**src/rtl/button_conditioner_pkg.sv**
```systemverilog
// btn_cond_pkg: FSM state encodings and default 100 MHz timing constants for the button conditioner
package btn_cond_pkg;
  typedef enum logic [1:0] {
    ST_IDLE   = 2'd0,
    ST_HOLD   = 2'd1,
    ST_REPEAT = 2'd2
  } btn_state_e;
  localparam int DEF_CNT_W      = 26;
  localparam int DEF_DEB_CNT    = 1_000_000;
  localparam int DEF_REP_DELAY  = 50_000_000;
  localparam int DEF_REP_PERIOD = 15_000_000;
endpackage

```
**src/rtl/button_conditioner_channel.sv**
```systemverilog
// button_channel: sync, debounce and press pulse for one button; BTN_AUTOREPEAT_EN adds hold-to-repeat
module button_channel
  import btn_cond_pkg::*;
#(
  parameter int CNT_W      = DEF_CNT_W,
  parameter int DEB_CNT    = DEF_DEB_CNT,
  parameter int REP_DELAY  = DEF_REP_DELAY,
  parameter int REP_PERIOD = DEF_REP_PERIOD
) (
  input  logic clk,
  input  logic rst,
  input  logic pin_in,
  output logic level,
  output logic pulse
);
  logic s1_q, s1_d, s2_q, s2_d, level_q, level_d, deb_done;
  logic [CNT_W-1:0] deb_q, deb_d;
  btn_state_e state_q, state_d;

  if (DEB_CNT < 1 || REP_DELAY < 1 || REP_PERIOD < 1) begin : g_bad_cfg
    $error("button_channel: all counts must be at least 1");
  end

  // synchronizer shift and debounce: accept a level change only after DEB_CNT mismatched cycles
  always_comb begin
    s1_d     = pin_in;
    s2_d     = s1_q;
    deb_done = (s2_q != level_q) && (deb_q == CNT_W'(DEB_CNT - 1));
    deb_d    = (s2_q == level_q || deb_done) ? '0 : deb_q + CNT_W'(1);
    level_d  = deb_done ? s2_q : level_q;
  end

  // synchronizer, debounce counter, debounced level and FSM state registers
  always_ff @(posedge clk or posedge rst)
    if (rst) begin
      s1_q    <= 1'b0;
      s2_q    <= 1'b0;
      deb_q   <= '0;
      level_q <= 1'b0;
      state_q <= ST_IDLE;
    end else begin
      s1_q    <= s1_d;
      s2_q    <= s2_d;
      deb_q   <= deb_d;
      level_q <= level_d;
      state_q <= state_d;
    end

`ifdef BTN_AUTOREPEAT_EN
  logic [CNT_W-1:0] rep_q, rep_d;

  // press fires at once, first repeat after REP_DELAY, then every REP_PERIOD; release goes idle silently
  always_comb begin
    state_d = state_q;
    rep_d   = rep_q + CNT_W'(1);
    pulse   = 1'b0;
    if (!level_q) begin
      state_d = ST_IDLE;
      rep_d   = '0;
    end else if (state_q == ST_IDLE) begin
      state_d = ST_HOLD;
      rep_d   = '0;
      pulse   = 1'b1;
    end else if (state_q == ST_HOLD && rep_q == CNT_W'(REP_DELAY - 1)) begin
      state_d = ST_REPEAT;
      rep_d   = '0;
      pulse   = 1'b1;
    end else if (state_q == ST_REPEAT && rep_q == CNT_W'(REP_PERIOD - 1)) begin
      rep_d   = '0;
      pulse   = 1'b1;
    end
  end

  // repeat interval counter
  always_ff @(posedge clk or posedge rst)
    if (rst) rep_q <= '0;
    else rep_q <= rep_d;
`else
  // single pulse on the first cycle of a debounced press, nothing while held
  always_comb begin
    state_d = level_q ? ST_HOLD : ST_IDLE;
    pulse   = level_q && (state_q == ST_IDLE);
  end
`endif

  assign level = level_q;
endmodule

```
**src/rtl/button_conditioner.sv**
```systemverilog
// button_conditioner: debounced UP/DOWN press pulses with mutual exclusion; BTN_AUTOREPEAT_EN enables auto-repeat
module button_conditioner
  import btn_cond_pkg::*;
#(
  parameter int CNT_W      = DEF_CNT_W,
  parameter int DEB_CNT    = DEF_DEB_CNT,
  parameter int REP_DELAY  = DEF_REP_DELAY,
  parameter int REP_PERIOD = DEF_REP_PERIOD
) (
  input  logic CLK,
  input  logic RESET,
  input  logic UP_in,
  input  logic DOWN_in,
  output logic UP,
  output logic DOWN,
  output logic UP_level,
  output logic DOWN_level
);
  logic up_raw, dn_raw, up_lvl, dn_lvl;
  logic up_q, up_d, dn_q, dn_d;

  button_channel #(
    .CNT_W(CNT_W), .DEB_CNT(DEB_CNT), .REP_DELAY(REP_DELAY), .REP_PERIOD(REP_PERIOD)
  ) u_up (
    .clk(CLK), .rst(RESET), .pin_in(UP_in), .level(up_lvl), .pulse(up_raw)
  );

  button_channel #(
    .CNT_W(CNT_W), .DEB_CNT(DEB_CNT), .REP_DELAY(REP_DELAY), .REP_PERIOD(REP_PERIOD)
  ) u_dn (
    .clk(CLK), .rst(RESET), .pin_in(DOWN_in), .level(dn_lvl), .pulse(dn_raw)
  );

  // both buttons held means an ambiguous request: drop pulses from either side
  always_comb begin
    up_d = up_raw & ~(up_lvl & dn_lvl);
    dn_d = dn_raw & ~(up_lvl & dn_lvl);
  end

  // registered pulse outputs
  always_ff @(posedge CLK or posedge RESET)
    if (RESET) begin
      up_q <= 1'b0;
      dn_q <= 1'b0;
    end else begin
      up_q <= up_d;
      dn_q <= dn_d;
    end

  assign UP         = up_q;
  assign DOWN       = dn_q;
  assign UP_level   = up_lvl;
  assign DOWN_level = dn_lvl;
endmodule

```
**config.mk**
```make
export PLATFORM = sky130hd
export DESIGN_NAME = button_conditioner
export DESIGN_NICKNAME = d
export VERILOG_FILES = /design/src/rtl/button_conditioner_pkg.sv /design/src/rtl/button_conditioner_channel.sv /design/src/rtl/button_conditioner.sv
export SDC_FILE = /design/constraint.sdc
export NUM_CORES = 1
export LEC_CHECK = 0
export BUFFER_PORTS_ARGS = -buffer_cell sky130_fd_sc_hd__buf_2
export CAP_MARGIN = 30
export CORE_ASPECT_RATIO = 0.9
export CORE_MARGIN = 3
export CORE_UTILIZATION = 45
export DETAILED_ROUTE_END_ITERATION = 12
export PLACE_DENSITY_LB_ADDON = 0.25
export SYNTH_ARGS = -nofsm -noshare
export SYNTH_HDL_FRONTEND = slang
export SYNTH_HIERARCHICAL = 1
export SYNTH_SLANG_ARGS = --single-unit
```
**constraint.sdc**
```tcl
create_clock -name CLK -period 3.4 [get_ports CLK]
set_clock_uncertainty 0.15 [all_clocks]
set_input_delay 0.34 -clock CLK [delete_from_list [all_inputs] [get_ports CLK]]
set_output_delay 0.34 -clock CLK [all_outputs]
set_load 0.02 [all_outputs]
```
==> key figures, run 1 <==
Finish
  – Footprint of the multi-input gates: 1770 um^2
  – Commonest non-fill, non-tap cell in the layout: dfrtp_1
  – Fill cells: 657
  – Final core occ: 52.0%
  – Most frequent cells in the layout: dfrtp_1 (62), nor2_2 (26), nand4_1 (20)
  – Share of layout cells above drive strength 1: 27.0%
  – Synth-to-Final Area Change: 9.43%
  – Diode count: 0
  – Area occupied by registers: 1550 um^2
  – NumNets Final: 351
  – Design area: 3770 um^2

Clock tree
  – Clock root buffer: clkbuf_8
  – Cts repair resizes: 0
  – TritonCTS Buffers: 9
  – CTS H-tree depth: 3
  – Post-CTS setup buffer count: 0
  – Max clock buf depth: 2
  – Clock-pin slew on the worst setup and hold paths: 70 ps
  – Clock Latency Late Sink: 330 ps
  – Clock tree from TritonCTS: done
  – Clk sinks: 62

Timing
  – Rel. slew slack: 39.5%
  – Final setup vio count: 0
  – Fmax: 432 MHz
  – Endpoints failing hold: 0
  – Worst Slack Setup Final: 1090 ps
  – RSZ-0062 raised after global routing: false
  – Post-layout minimum cycle time: 2310 ps
  – Fin crit share: 68.0%
  – Fin Setup TNS: 0 ps
  – Least-Margin Pin Slew: 906 ps
  – Slew Limit Fails: 0

Place
  – IO buf count: 7
  – Post-place setup slack: 1110 ps
  – Cell Area, Placed: 3540 um^2
  – DP HPWL: 4810 um
  – RD Place Congestion: 0.828

Setup path
  – R2R setup slack: 1090 ps
  – Max incr delay on CP: 560 ps
  – Required @ worst endpoint: 3460 ps
  – Worst Path Class, Setup: reg -> reg
  – Worst setup EP type: flip-flop
  – Crit path buf inv count: 1
  – CP max FO: 20
  – Top Family by Delay on Critical Path: compound AO/OA/AOI/OAI gates
  – Startpoint Class: flip-flop
  – Worst path slowest cell: or4_4
  – Reg2reg start: u_dn/deb_q[20]
  – Crit-path cells: or4_4 > o41ai_4 > buf_4 > a21oi_1
  – Setup crit start: u_dn/deb_q[20]
  – CP arrival: 2370 ps
  – Cell count of the worst reg-to-reg path: 4
  – FF-to-FF End: u_dn/deb_q[25]

Global route
  – First-pass GRT wire length: 12100 um
  – Congestion Overflow GR: 0
  – Initial antenna violation count: 0
  – Number of global-route vias before repair: 2439
  – Global Route Usage Sum: 17.3%
  – Largest net degree at the start of global routing: 24

Power
  – Leak Pwr: 0.00144 uW
  – Switch share: 22.5%
  – Clock Power Share: 44.7%
  – Gate power share: 4.2%
  – Sequential power share: 51.2%
  – IR Drop Worst-Case VDD: 180 uV
  – Cell Int Power: 1140 uW
  – Power density over the cells: 391 nW/um^2
  – P_sw: 332 uW

Drt
  – Routed wire per std cell: 16.0 um
  – Iteration-0 DRC Markers: 96
  – ANT nets after route: 0
  – DRT Wirelength: 7060 um
  – Vias per inst: 5.79
  – DR pass1 iterations: 4
  – Via count: 2553
  – DRC violations left: 0

Synth
  – Synthesized Nets: 337
  – Synth cell types: 40
  – Mapped Cells: 329
  – Synthesized flop and latch total: 62
  – Post-synthesis sequential area ratio: 45.0%
  – Syn_area_per_cell: 10.5 um^2
  – Post-Syn Area: 3450 um^2
  – Ys Warns: 6

Min path
  – Hold path depth: 0
  – Hold Path Class: reg -> reg
  – Worst Min Path Start: u_up/s1_q
  – Hold endpoint: u_up/s2_q

Die
  – Die area: 8750 um^2
  – Top Ports: 8
  – Cell Rows: 29
  – Initial Utilization: 47.5%
  – Die width: 98.3 um
  – Core area: 7260 um^2
  – Die Ht: 89.1 um

Outcome
  – Status: finished clean

Flow run
  – Max-Cap Viols: 0
## synth_stat cells
cell type / number / area (um^2)
a21boi_1: 2 / 15.0
a21oi_1: 8 / 40.0
a21oi_2: 14 / 123
and2_1: 6 / 37.5
and3_1: 6 / 37.5
and4_1: 2 / 17.5
and4_4: 2 / 22.5
and4bb_2: 2 / 25.0
buf_2: 4 / 20.0
buf_6: 6 / 67.6
clkbuf_1: 2 / 7.51
dfrtp_1: 62 / 1550
ha_1: 4 / 50.1
inv_1: 9 / 33.8
mux2_2: 2 / 22.5
nand2_1: 18 / 67.6
nand3_1: 14 / 70.1
nand3_2: 2 / 20.0
nand3b_1: 2 / 15.0
nand4_1: 20 / 125
nand4_2: 4 / 50.1
nand4b_1: 2 / 17.5
nor2_1: 6 / 22.5
nor2_2: 26 / 163
nor2b_1: 2 / 12.5
nor3_1: 10 / 50.1
nor3b_1: 2 / 15.0
nor4_1: 2 / 12.5
nor4_2: 4 / 50.1
o21ai_0: 12 / 60.1
o31ai_1: 12 / 90.1
o41ai_1: 2 / 17.5
o41ai_4: 2 / 55.1
or2_1: 2 / 12.5
or2_2: 2 / 12.5
or3_1: 10 / 62.6
or4_1: 8 / 60.1
or4_4: 8 / 90.1
xnor2_1: 12 / 105
xor2_1: 14 / 123
## worst register-to-register path, delay by kind of cell, from the launching register on
family                 cells  cell delay (ps)
and+or+nand+nor            1              560
DFF                        1              450
buffers and inverters      1              400
AOI/OAI and AO/OA          2              630
## area by class of cell
class	instances	area share (%)
timing repair buffer	15	2.72
clock buffer	13	4.21
clock inverter	3	1.13
tap	93	3.08
inverter	9	0.895
sequential	62	41.1
multi-input combinational	246	46.9
## power by group through the flow
| stage | combinational, uW | sequential (uW) | clock [uW] |
|---|---|---|---|
| after floorplan | 46.7 | 767 | 0 |
| after global placement | 58.7 | 768 | 0 |
| after detailed placement | 59.5 | 769 | 0 |
| after CTS | 63.1 | 755 | 675 |
| after global routing | 69.8 | 756 | 713 |
| final | 61.4 | 755 | 659 |
## state kept, by name, summed over array words and instances (netlist names)
signal,cells
u_up/s2_q,1
u_dn/s2_q,1
u_up/deb_q,26
u_dn/state_q,1
u_dn/deb_q,26
u_dn/s1_q,1
DOWN,1
u_up/s1_q,1
u_dn/level,1
UP,1
u_up/state_q,1
u_up/level,1
## worst max-delay path by stage
stage | to | slack [ps] | cells after the start
after detailed placement | u_dn/deb_q[13] | 1110 | 4
after floorplan | u_dn/deb_q[2] | 1450 | 4
after CTS | u_dn/deb_q[13] | 1090 | 4
final | u_dn/deb_q[25] | 1090 | 4
after global routing | u_dn/deb_q[13] | 940 | 6
after global placement | u_dn/deb_q[13] | 1120 | 4
## logic make-up after synthesis
kind of cell	Yosys count	share of synthesized area (%)
simple gates	162	31.0
flops	62	45.0
compound gates	52	11.6
xor+xnor	26	6.60
buf+inv	21	3.74
fa+ha+maj	4	1.45
mux	2	0.653
## timing repair
action                     in CTS  in global routing
hold buffers                    3                  0
setup endpoints to repair       0                  0
hold endpoints to repair        4                  0
## layer usage
metal / global-route usage, % / up-vias / wire length, um
met4: 6.70 / 0 / 99
met5: 0 / - / 0
met2: 25.6 / 54 / 3020
li1: - / 1236 / -
met3: 3.04 / 10 / 240
met1: 25.4 / 1253 / 3700
## stage by stage
stage	hold WS (ps)	cells	total power, uW
after floorplan	-68.8	329	813
after global routing	212	441	1540
final	207	441	1470
after CTS	210	441	1490
after detailed placement	70.0	422	828
after global placement	58.0	422	827
Note: power is estimated with default switching activity, not from simulation.
==> run 2: changes to the inputs <==
clock period = 2.25 ns   (was 3.4 ns; I/O delays follow)
==> run 2 against run 1 <==
  * Flip-flop and latch count is the same
  * Worst setup slack lost 900 ps
  * Utilization grew 1.8 points
  * Critical path type unchanged
  * Largest power group is now clock
  * Highest routed layer unchanged
==> key figures, run 2 (synthesis results as in run 1) <==
Die
  – Die width: 98.3 um (unchanged)
  – Die Ht: 89.1 um (unchanged)
  – Cell Rows: 29 (unchanged)
  – Top Ports: 8 (unchanged)
  – Initial Utilization: 47.5% (unchanged)
  – Die area: 8750 um^2 (unchanged)
  – Core area: 7260 um^2 (unchanged)

Clock tree
  – Clock-pin slew on the worst setup and hold paths: 70 ps (about the same)
  – Clock Latency Late Sink: 330 ps (about the same)
  – Clock tree from TritonCTS: done
  – CTS H-tree depth: 3 (unchanged)
  – Max clock buf depth: 2 (unchanged)
  – TritonCTS Buffers: 9 (unchanged)
  – Clock root buffer: clkbuf_8
  – Clk sinks: 62 (unchanged)

Finish
  – Synth-to-Final Area Change: 13.2%
  – Biggest regs: u_dn/deb_q x26, u_up/deb_q x26
  – Most frequent cells in the layout: dfrtp_1 (62), nor2_2 (26), nand4_1 (20)
  – NumNets Final: 362 (+3.1%)
  – Commonest non-fill, non-tap cell in the layout: dfrtp_1
  – Share of layout cells above drive strength 1: 29.5% (+2.5 points)
  – Diode count: 0 (unchanged)

Power
  – Power density over the cells: 625 nW/um^2 (+60%)
  – Leak Pwr: 0.00151 uW (+4.8%)
  – IR Drop Worst-Case VDD: 288 uV (+60%)

Global route
  – Largest net degree at the start of global routing: 31 (+29%)
  – Congestion Overflow GR: 0 (unchanged)
  – First-pass GRT wire length: 12400 um (+2.1%)
  – Global Route Usage Sum: 17.7% (+0.40 points)
  – Number of global-route vias before repair: 2563 (+5.1%)
  – Initial antenna violation count: 0 (unchanged)

Timing
  – Endpoints failing hold: 0 (unchanged)
  – Fin Setup TNS: 0 ps (unchanged)
  – Least-Margin Pin Slew: 436 ps (-470 ps)
  – Fin crit share: 91.6% (+24 points)
  – RSZ-0062 raised after global routing: false
  – Post-layout minimum cycle time: 2060 ps (-253 ps)
  – Fmax: 485 MHz (+12%)
  – Slew Limit Fails: 0 (unchanged)
  – Worst Slack Setup Final: 190 ps (-897 ps)
  – Final setup vio count: 0 (unchanged)
  – Rel. slew slack: 70.7% (+31 points)

Setup path
  – Worst Path Class, Setup: reg -> reg
  – Worst setup EP type: flip-flop
  – Startpoint Class: flip-flop
  – CP arrival: 2120 ps (-250 ps)
  – CP max FO: 12 (-40%)
  – Required @ worst endpoint: 2310 ps (-1150 ps)

Drt
  – DRT Wirelength: 7000 um (-0.88%)
  – Vias per inst: 5.77 (-0.37%)
  – Routed wire per std cell: 15.5 um (-3.3%)
  – Via count: 2607 (+2.1%)
  – DR pass1 iterations: 4 (unchanged)
  – ANT nets after route: 0 (unchanged)
  – DRC violations left: 0 (unchanged)
  – Iteration-0 DRC Markers: 135 (+41%)

Min path
  – Hold Path Class: in -> async

Outcome
  – Status: finished clean

Flow run
  – Max-Cap Viols: 0 (unchanged)

Place
  – RD Place Congestion: 0.840 (+1.4%)
  – IO buf count: 7 (unchanged)
  – DP HPWL: 4860 um (+1.2%)
  – Post-place setup slack: 194 ps (-916 ps)
[run 2: what timing repair did]
action	in CTS	in global routing
hold buffers	3	0
resized for setup	0	0
hold endpoints to repair	43	0
buffers inserted	0	0
[run 2: through the flow]
stage               power [uW]  instance area, um^2  util [%]  hold WS, ps  std cells
floorplan                 1230                 3450         -         -184        329
global placement          1250                 3630      50.0        -56.1        433
detailed placement        1250                 3630      50.0        -54.2        433
CTS                       2480                 3900      53.8          123        452
global route              2530                 3900      53.8          154        452
finish                    2440                 3900      53.8          153        452
[run 2: power breakdown]
| part | internal (uW) | switching, uW | leakage (uW) | total, uW |
|---|---|---|---|---|
| sequential | 1130 | 13.7 | 0.000852 | 1140 |
| combinational | 30.0 | 62.9 | 0.000538 | 92.9 |
| clock | 768 | 438 | 0.000120 | 1210 |
| total | 1920 | 514 | 0.00151 | 2440 |
[run 2: path summary, 6_finish.rpt]
check / slack, ps / to / startpoint / cells past startpoint
max: 190 / u_up/deb_q[25] / u_up/deb_q[12] / 5
min: 150 / DOWN / RESET / 3
max reg2reg: 190 / u_up/deb_q[25] / u_up/deb_q[12] / 5
min reg2reg: 210 / u_up/s2_q / u_up/s1_q / 0
max in group asynchronous: 1060 / u_dn/deb_q[15] / RESET / 4
min in group CLK: 210 / u_up/s2_q / u_up/s1_q / 0
[run 2: final cells by class]
type	count	area [um^2]
Clock buffer	11	141
Timing Repair Buffer	26	185
Clock inverter	5	106
Multi-Input combinational cell	246	1770
Inverter	9	33.8
Tap cell	93	116
Sequential cell	62	1550
Fill cell	663	3350
[run 2: layer usage]
layer / wire length [um] / share of wire, % / track usage [%] / up-vias
met1: 3590 / 51 / 24.9 / 1279
met2: 2990 / 43 / 26.0 / 56
met4: 65 / 0.93 / 6.70 / 0
li1: - / - / - / 1268
met3: 363 / 5.2 / 5.30 / 4
met5: 0 / 0 / 0 / -
[run 2: worst max-delay path, stage by stage, from the launching register on]
cell     delay [ps]
dfrtp_1         470
nor4_2          300
nand4_2         210
o41ai_4         430
buf_4           300
a21oi_1          60
==> run 3: changes to the inputs <==
clock period = 2.2 ns   (was 2.25 ns; I/O delays follow)
==> run 3 against run 2 <==
  * Sequential power about the same
  * Register-to-register slack worse by 40 ps
  * Worst hold slack lost 14 ps
  * Critical endpoint is now u_up/deb_q[15]
  * Die area did not move
  * First-iteration DRC count decreased by 13%
  * Power down 11%
==> key figures, run 3 (synthesis results as in run 1) <==
Timing
  – Fmax: 488 MHz (+0.54%)
  – Post-layout minimum cycle time: 2050 ps (-11.0 ps)
  – Final setup vio count: 0 (unchanged)
  – Slew Limit Fails: 0 (unchanged)
  – Least-Margin Pin Slew: 423 ps (-13.2 ps)
  – Worst Slack Setup Final: 151 ps (-39.0 ps)
  – RSZ-0062 raised after global routing: true
  – Rel. slew slack: 71.6% (+0.84 points)
  – Endpoints failing hold: 0 (unchanged)
  – Fin crit share: 93.1% (+1.6 points)

Drt
  – ANT nets after route: 0 (unchanged)
  – Via count: 2571 (-1.4%)
  – DR pass1 iterations: 4 (unchanged)
  – Routed wire per std cell: 15.5 um (+0.14%)
  – DRT Wirelength: 7000 um (about the same)
  – DRC violations left: 0 (unchanged)
  – Vias per inst: 5.70 (-1.2%)
  – Iteration-0 DRC Markers: 117 (-13%)

Die
  – Die width: 98.3 um (unchanged)
  – Initial Utilization: 47.5% (unchanged)
  – Die area: 8750 um^2 (unchanged)
  – Cell Rows: 29 (unchanged)
  – Die Ht: 89.1 um (unchanged)
  – Core area: 7260 um^2 (unchanged)
  – Top Ports: 8 (unchanged)

Clock tree
  – Max clock buf depth: 2 (unchanged)
  – Clock tree from TritonCTS: done
  – Post-CTS setup buffer count: 0 (unchanged)
  – Clock-pin slew on the worst setup and hold paths: 60 ps (about the same)
  – Clk sinks: 62 (unchanged)
  – CTS H-tree depth: 3 (unchanged)
  – TritonCTS Buffers: 9 (unchanged)
  – Clock Latency Late Sink: 330 ps (about the same)
  – Clock root buffer: clkbuf_8

Setup path
  – Worst Path Class, Setup: reg -> reg
  – Startpoint Class: flip-flop
  – Reg2reg start: u_up/deb_q[13]
  – CP max FO: 11 (-1)
  – Crit-path cells: nor4_2 > nand4_2 > o41ai_4 > buf_4 > a21oi_1
  – Required @ worst endpoint: 2260 ps (-50 ps)
  – Top Family by Delay on Critical Path: simple AND/OR/NAND/NOR gates
  – Worst setup EP type: flip-flop
  – Worst path slowest cell: dfrtp_1
  – FF-to-FF End: u_up/deb_q[15]
  – R2R setup slack: 150 ps (-40 ps)
  – CP arrival: 2110 ps (about the same)
  – Cell count of the worst reg-to-reg path: 5 (unchanged)
  – Crit path buf inv count: 1 (unchanged)
  – WP depth: 5 (unchanged)
  – Max incr delay on CP: 440 ps (-30 ps)

Power
  – IR Drop Worst-Case VDD: 284 uV (-1.4%)
  – Clock Power Share: 41.5% (-8.0 points)
  – Leak Pwr: 0.00149 uW (-1.3%)
  – Sequential power share: 54.0% (+7.3 points)
  – Switch share: 22.6% (+1.5 points)
  – Cell Int Power: 1670 uW (-13%)
  – P_sw: 488 uW (-5.1%)
  – Power density over the cells: 559 nW/um^2 (-10%)
  – Gate power share: 4.5% (+0.7 points)

Finish
  – Biggest regs: u_dn/deb_q x26, u_up/deb_q x26
  – Synth-to-Final Area Change: 12.0%
  – Commonest non-fill, non-tap cell in the layout: dfrtp_1
  – Diode count: 0 (unchanged)
  – NumNets Final: 363 (+0.28%)
  – Design area: 3860 um^2 (-1.1%)
  – Fin cells: 451 (-0.22%)
  – Share of layout cells above drive strength 1: 29.3% (-0.20 points)
  – Most frequent cells in the layout: dfrtp_1 (62), nor2_2 (26), nand4_1 (20)

Flow run
  – Max-Cap Viols: 0 (unchanged)

Global route
  – Number of global-route vias before repair: 2509 (-2.1%)
  – Global Route Usage Sum: 17.4% (-0.33 points)
  – Congestion Overflow GR: 0 (unchanged)
  – Initial antenna violation count: 0 (unchanged)
  – Largest net degree at the start of global routing: 31 (unchanged)
  – First-pass GRT wire length: 12100 um (-2.1%)

Place
  – RD Place Congestion: 0.826 (-1.7%)
  – Post-placement cell count: 434 (+0.23%)
  – DP HPWL: 4920 um (+1.2%)
  – Post-place setup slack: 138 ps (-55.6 ps)
  – IO buf count: 7 (unchanged)
  – Cell Area, Placed: 3630 um^2 (+0.21%)

Min path
  – Hold Path Class: in -> async

Outcome
  – Status: finished clean
## run 3: changes by cell type in the layout (fill, tap and decap cells not counted), moves of 2 or more
cell / previous run / this run
bufinv_16: 3 / 0
clkbuf_8: 10 / 12
buf_6: 0 / 2
nor4_4: 0 / 2
nor4_2: 4 / 2
## run 3: metrics by stage
stage	total power [uW]	utilization, %	setup TNS, ps	hold WS, ps
after floorplan	1260	-	0	-189
after global placement	1280	50.1	0	-61.8
after detailed placement	1280	50.1	0	-58.3
after CTS	2200	52.9	0	128
after global routing	2260	53.2	-1.35	138
final	2160	53.2	0	138
## run 3: final cells by class
class                   count  area (um^2)
inverters                   9         33.8
clock inverters             1         5.00
fillers                   646         3390
well taps                  93          116
clock buffers              13          169
flip-flops and latches     62         1550
repair buffers             27          200
multi-input cells         246         1790
## run 3: repair_timing
item                                   4_1_cts  5_1_grt
resized for setup                            0        4
endpoints found under the hold margin       64        0
hold buffers                                 3        0
setup endpoints to repair                    0        2
## run 3: power by group through the flow
stage	clock network (uW)	registers (uW)	logic, uW
floorplan	0	1180	72.2
global placement	0	1190	92.8
detailed placement	0	1190	93.0
CTS	932	1170	98.2
global route	983	1170	111
finish	898	1170	96.6
## run 3: worst min-delay path: stages
cell           delay, ps
dlygate4sd3_1        530
buf_2                130
inv_1                 70
## run 3: how the worst max path moves through the flow
| stage | startpoint | to | slack (ps) |
|---|---|---|---|
| final | u_up/deb_q[13] | u_up/deb_q[15] | 150 |
| after global routing | u_up/deb_q[13] | u_up/deb_q[14] | -1 |
| after CTS | u_up/deb_q[13] | u_up/level | 120 |
| after detailed placement | u_up/deb_q[13] | u_up/level | 140 |
| after global placement | u_up/deb_q[13] | u_up/level | 190 |
| after floorplan | u_dn/deb_q[20] | u_dn/deb_q[2] | 250 |
## run 3: per-layer routing
metal | global-route usage (%) | vias to the layer above | part of all wire [%]
met5 | 0 | - | 0
met4 | 5.96 | 0 | 0.74
met3 | 4.76 | 5 | 3.9
met2 | 25.7 | 42 | 44
met1 | 24.8 | 1262 | 52
li1 | - | 1262 | -
